`src/rtl/bird_column.sv`:
```
// Vertical position tracker for the Flappy Bird player: a one-hot 16-row column
// that climbs or falls one row per move tick and saturates at the ceiling and floor.
module bird_column #(
   parameter int unsigned MOVE_PERIOD = 1,
   parameter int unsigned START_ROW   = 8,
   parameter int unsigned BIRD_COL    = 12
) (
   input  logic              clk,
   input  logic              reset,
   input  logic              up,
   input  logic              Over,
   output logic [15:0][15:0] RedPixels,
   output logic [15:0]       birdState
);

   localparam int unsigned     CNT_W     = (MOVE_PERIOD > 1) ? $clog2(MOVE_PERIOD) : 1;
   localparam logic [CNT_W-1:0] LAST_CNT = CNT_W'(MOVE_PERIOD - 1);
   localparam logic [15:0]      START_POS = 16'(1) << START_ROW;
   localparam logic [3:0]       COL_IDX   = 4'(BIRD_COL);

   logic [CNT_W-1:0] div_q, div_d;
   logic [15:0]      pos_q, pos_d;
   logic             tick;

   always_comb begin
      tick  = (div_q == LAST_CNT);
      div_d = tick ? '0 : div_q + CNT_W'(1);
      pos_d = pos_q;
      if (tick && !Over) begin
         // Row 15 ORs in itself on a climb and row 0 on a fall, so the bird sticks at the edges.
         if (up) pos_d = {pos_q[14:0], 1'b0} | {pos_q[15], 15'b0};
         else    pos_d = {1'b0, pos_q[15:1]} | {15'b0, pos_q[0]};
      end
   end

   always_ff @(posedge clk) begin
      if (reset) begin
         pos_q <= START_POS;
         div_q <= '0;
      end else begin
         pos_q <= pos_d;
         div_q <= div_d;
      end
   end

   always_comb begin
      RedPixels          = '0;
      RedPixels[COL_IDX] = pos_q;
      birdState          = pos_q;
   end

endmodule

```
`config.mk`:
```
export PLATFORM = sky130hd
export DESIGN_NAME = bird_column
export DESIGN_NICKNAME = d
export VERILOG_FILES = /design/src/rtl/bird_column.sv
export SDC_FILE = /design/constraint.sdc
export NUM_CORES = 1
export LEC_CHECK = 0
export BUFFER_PORTS_ARGS = -buffer_cell sky130_fd_sc_hd__buf_2
export CAP_MARGIN = 5
export CORE_AREA = 3 3 107 109
export DETAILED_ROUTE_END_ITERATION = 6
export DIE_AREA = 0 0 110 112
export GPL_TIMING_DRIVEN = 0
export MAX_ROUTING_LAYER = met4
export PLACE_DENSITY_LB_ADDON = 0.1
export SLEW_MARGIN = 20
export SYNTH_ARGS = -nofsm -noshare
export SYNTH_HDL_FRONTEND = slang
export SYNTH_SLANG_ARGS = --single-unit
```
`constraint.sdc`:
```
create_clock -name clk -period 1 [get_ports clk]
set_input_delay 0.15 -clock clk [delete_from_list [all_inputs] [get_ports clk]]
set_output_delay 0.15 -clock clk [all_outputs]
set_load 0.01 [all_outputs]
```
==> flow_summary.toml <==
[yosys]
synth_fa_ha_area_share_pct = 0
synth_top_family_by_area = "buffers and inverters"
synth_edf_count = 0
syn_inst = 346
synthArstFlopShare_pct = 0
yosys_warnings = 0
ys_seq_elements = 17
synth_compound_area_share_pct = 8.78
synth-simple-area-share_pct = 3.87
yosysSeqAreaShare_pct = 12.4
synth_xor_area_share_pct = 0
synth-main-ff-cell = "dfxtp_1"
synth_mux_area_share_pct = 1.09
syn-cell-area_um2 = 2750
syn_avg_cell_area_um2 = 7.95
ys_types = 19

[clock_network]
cts_buffer_depth = 2
clk_pin_slew_worst_paths_ns = 0.07
clk_latency_ns = 0.25
tritoncts = "built"
holdBufCountCts = 0
cts_made_buffers = 3
cts_sinks = 17
root_buffer = "clkbuf_8"
htree_levels = 1

[placement]
numPlacedInstances = 758
gp_congestion = 0.688
dp_hpwl_um = 5380
portBuffers = 32

[worst_setup_path]
worstSetupStartpointType = "register"
cp-end-kind = "register"
reg2reg_slack_ns = -0.12
crit_path_start = "div_q$_SDFF_PP0_"
cp_cell_sequence = "or2_4 -> buf_12 -> a221oi_4"
cp_max_fo = 6
cp_slowest_cell = "dfxtp_4"
crit_cells = 3
rr_endpoint = "birdState[11]$_SDFFE_PP0P_"
worstPathArrival_ns = 1.29
critical-path-top-delay-family = "flip-flops"
path_class = "reg2reg"
path_buf_inv = 1
required_ns = 1.17
slowest_delay_ns = 0.36
rr_worst_depth = 3
worstReg2RegStart = "div_q$_SDFF_PP0_"

[floorplanning]
design.die.area_um2 = 12300
start_util_pct = 25.7
die_x_um = 110
coreArea_um2 = 10700
pin_count = 276
die_h_um = 112
row_count = 38

[cells_and_area]
multiInputGateArea_um2 = 1430
area_delta_synth_final_pct = 57.8
drive_gt1_share_pct = 55.7
layoutNonFillerInstCount = 767
final_cell_mix = "buf_4, conb_1, buf_2"
diodes = 0
nFillCells = 1123
final_common_cell = "buf_4"
nNetsFinal = 632
regArea_um2 = 375

[global_route]
grt_pass1_wl_um = 8710
grt_overflow = 0
grt_pass1_vias = 1770
grtUsageTotal_pct = 9.13
antenna_found_initial = 0
grt_max_degree = 11

[detailed_routing]
postRouteAntennaNets = 0
drt-met1-wl_um = 2000
drc_errors = 0
drt_pre_antenna_iters = 4
route.met3.wl_um = 739
drt-total-wl_um = 6260
via_count = 2150
viasPerCell = 2.80
top_layer = "met4"
wire_per_inst_um = 8.16
wl_met2_um = 3510
drt-initial-drc-count = 24

[timing]
fmax_mhz = 892
fin_crit_ns = 1.12
hold_viol = 0
setup_slack_ns = -0.121
rsz0062_at_grt = "yes"
drv_slew = 0
fin_crit_sh_pct = 112
finalSetupViolations = 21
fin_skew_ns = 0.00362
fin_hold_ws_ns = 0.280

[worst_hold_path]
min_from = "up"
hold_depth = 3
worst_hold_path.endpoint = "birdState[9]$_SDFFE_PP0P_"
hold_class = "in2reg"

[status]
violations = "negative setup slack"
status = "complete, but fails checks"

[pwr]
peakVddDrop_uv = 389
power_density_nw_per_um2 = 673
leakagePower_uw = 0.00273
power_uw = 2920

[flow_run]
drv_cap = 0
state kept, by name (all words and copies together), names as in the netlist:
signal and count:
birdState 16, div_q 1
tightest hold or removal path: cells and delay by family:
kind            cells  cell delay (ns)
compound gates      1             0.05
simple gates        1             0.13
buf+inv             1             0.15
through the flow:
step / instance area (um^2) / utilization (%) / setup TNS, ns / setup WS [ns]
after global placement: 4050 / 37.9 / -3.24 / -0.325
after CTS: 4310 / 40.3 / -1.80 / -0.154
after global routing: 4340 / 40.6 / -2.23 / -0.166
after detailed placement: 4050 / 37.9 / -3.62 / -0.358
final: 4340 / 40.6 / -1.23 / -0.121
after floorplan: 3720 / - / -0.883 / -0.0848
synth_stat cells (2+ instances only):
cell	count	area (um^2)
a221oi_1	12	105
nor2_1	2	7.51
nand2b_1	11	68.8
o21ba_2	2	20.0
mux2i_1	3	30.0
buf_6	2	22.5
dfxtp_1	17	340
buf_4	256	1920
inv_1	13	48.8
a211oi_1	13	97.6
clkbuf_1	3	11.3
buf_2	5	25.0
worst max-delay path by stage:
stage                                       to  slack (ns)
floorplan           birdState[10]$_SDFFE_PP0P_       -0.08
global placement     birdState[0]$_SDFFE_PP0P_       -0.32
detailed placement   birdState[1]$_SDFFE_PP0P_       -0.36
CTS                 birdState[11]$_SDFFE_PP0P_       -0.15
global route        birdState[11]$_SDFFE_PP0P_       -0.17
finish              birdState[11]$_SDFFE_PP0P_       -0.12
final cells by class:
cell class,instances,area share (%)
tap,140,4.03
sequential,17,8.64
timing repair buffer,44,7.46
inverter,13,1.12
buffer,259,44.8
clock buffer,4,1.04
multi-input combinational,290,32.9
where the power goes:
part / internal (uW) / leakage (uW) / switching (uW)
Combinational: 851 / 0.00256 / 779
Sequential: 718 / 0.000147 / 54.5
Clock: 283 / 0.0000228 / 237
cells by family after synthesis:
kind of cell	after synthesis
simple gates	17
other cells	1
compound gates	29
mux	3
buf+inv	279
flops	17
layer usage:
layer | vias up | global-route usage (%)
li1 | 1160 | -
met1 | 854 | 9.20
met2 | 134 | 17.9
met3 | 2 | 2.14
met4 | 0 | 0.998
met5 | - | -
what timing repair did:
action	in CTS	in global routing
buffers inserted	9	2
gates resized for setup	45	7
gates cloned	1	0
endpoints found under the setup margin	38	30
pin swaps	4	4
Power figures use the tool's default switching activity.
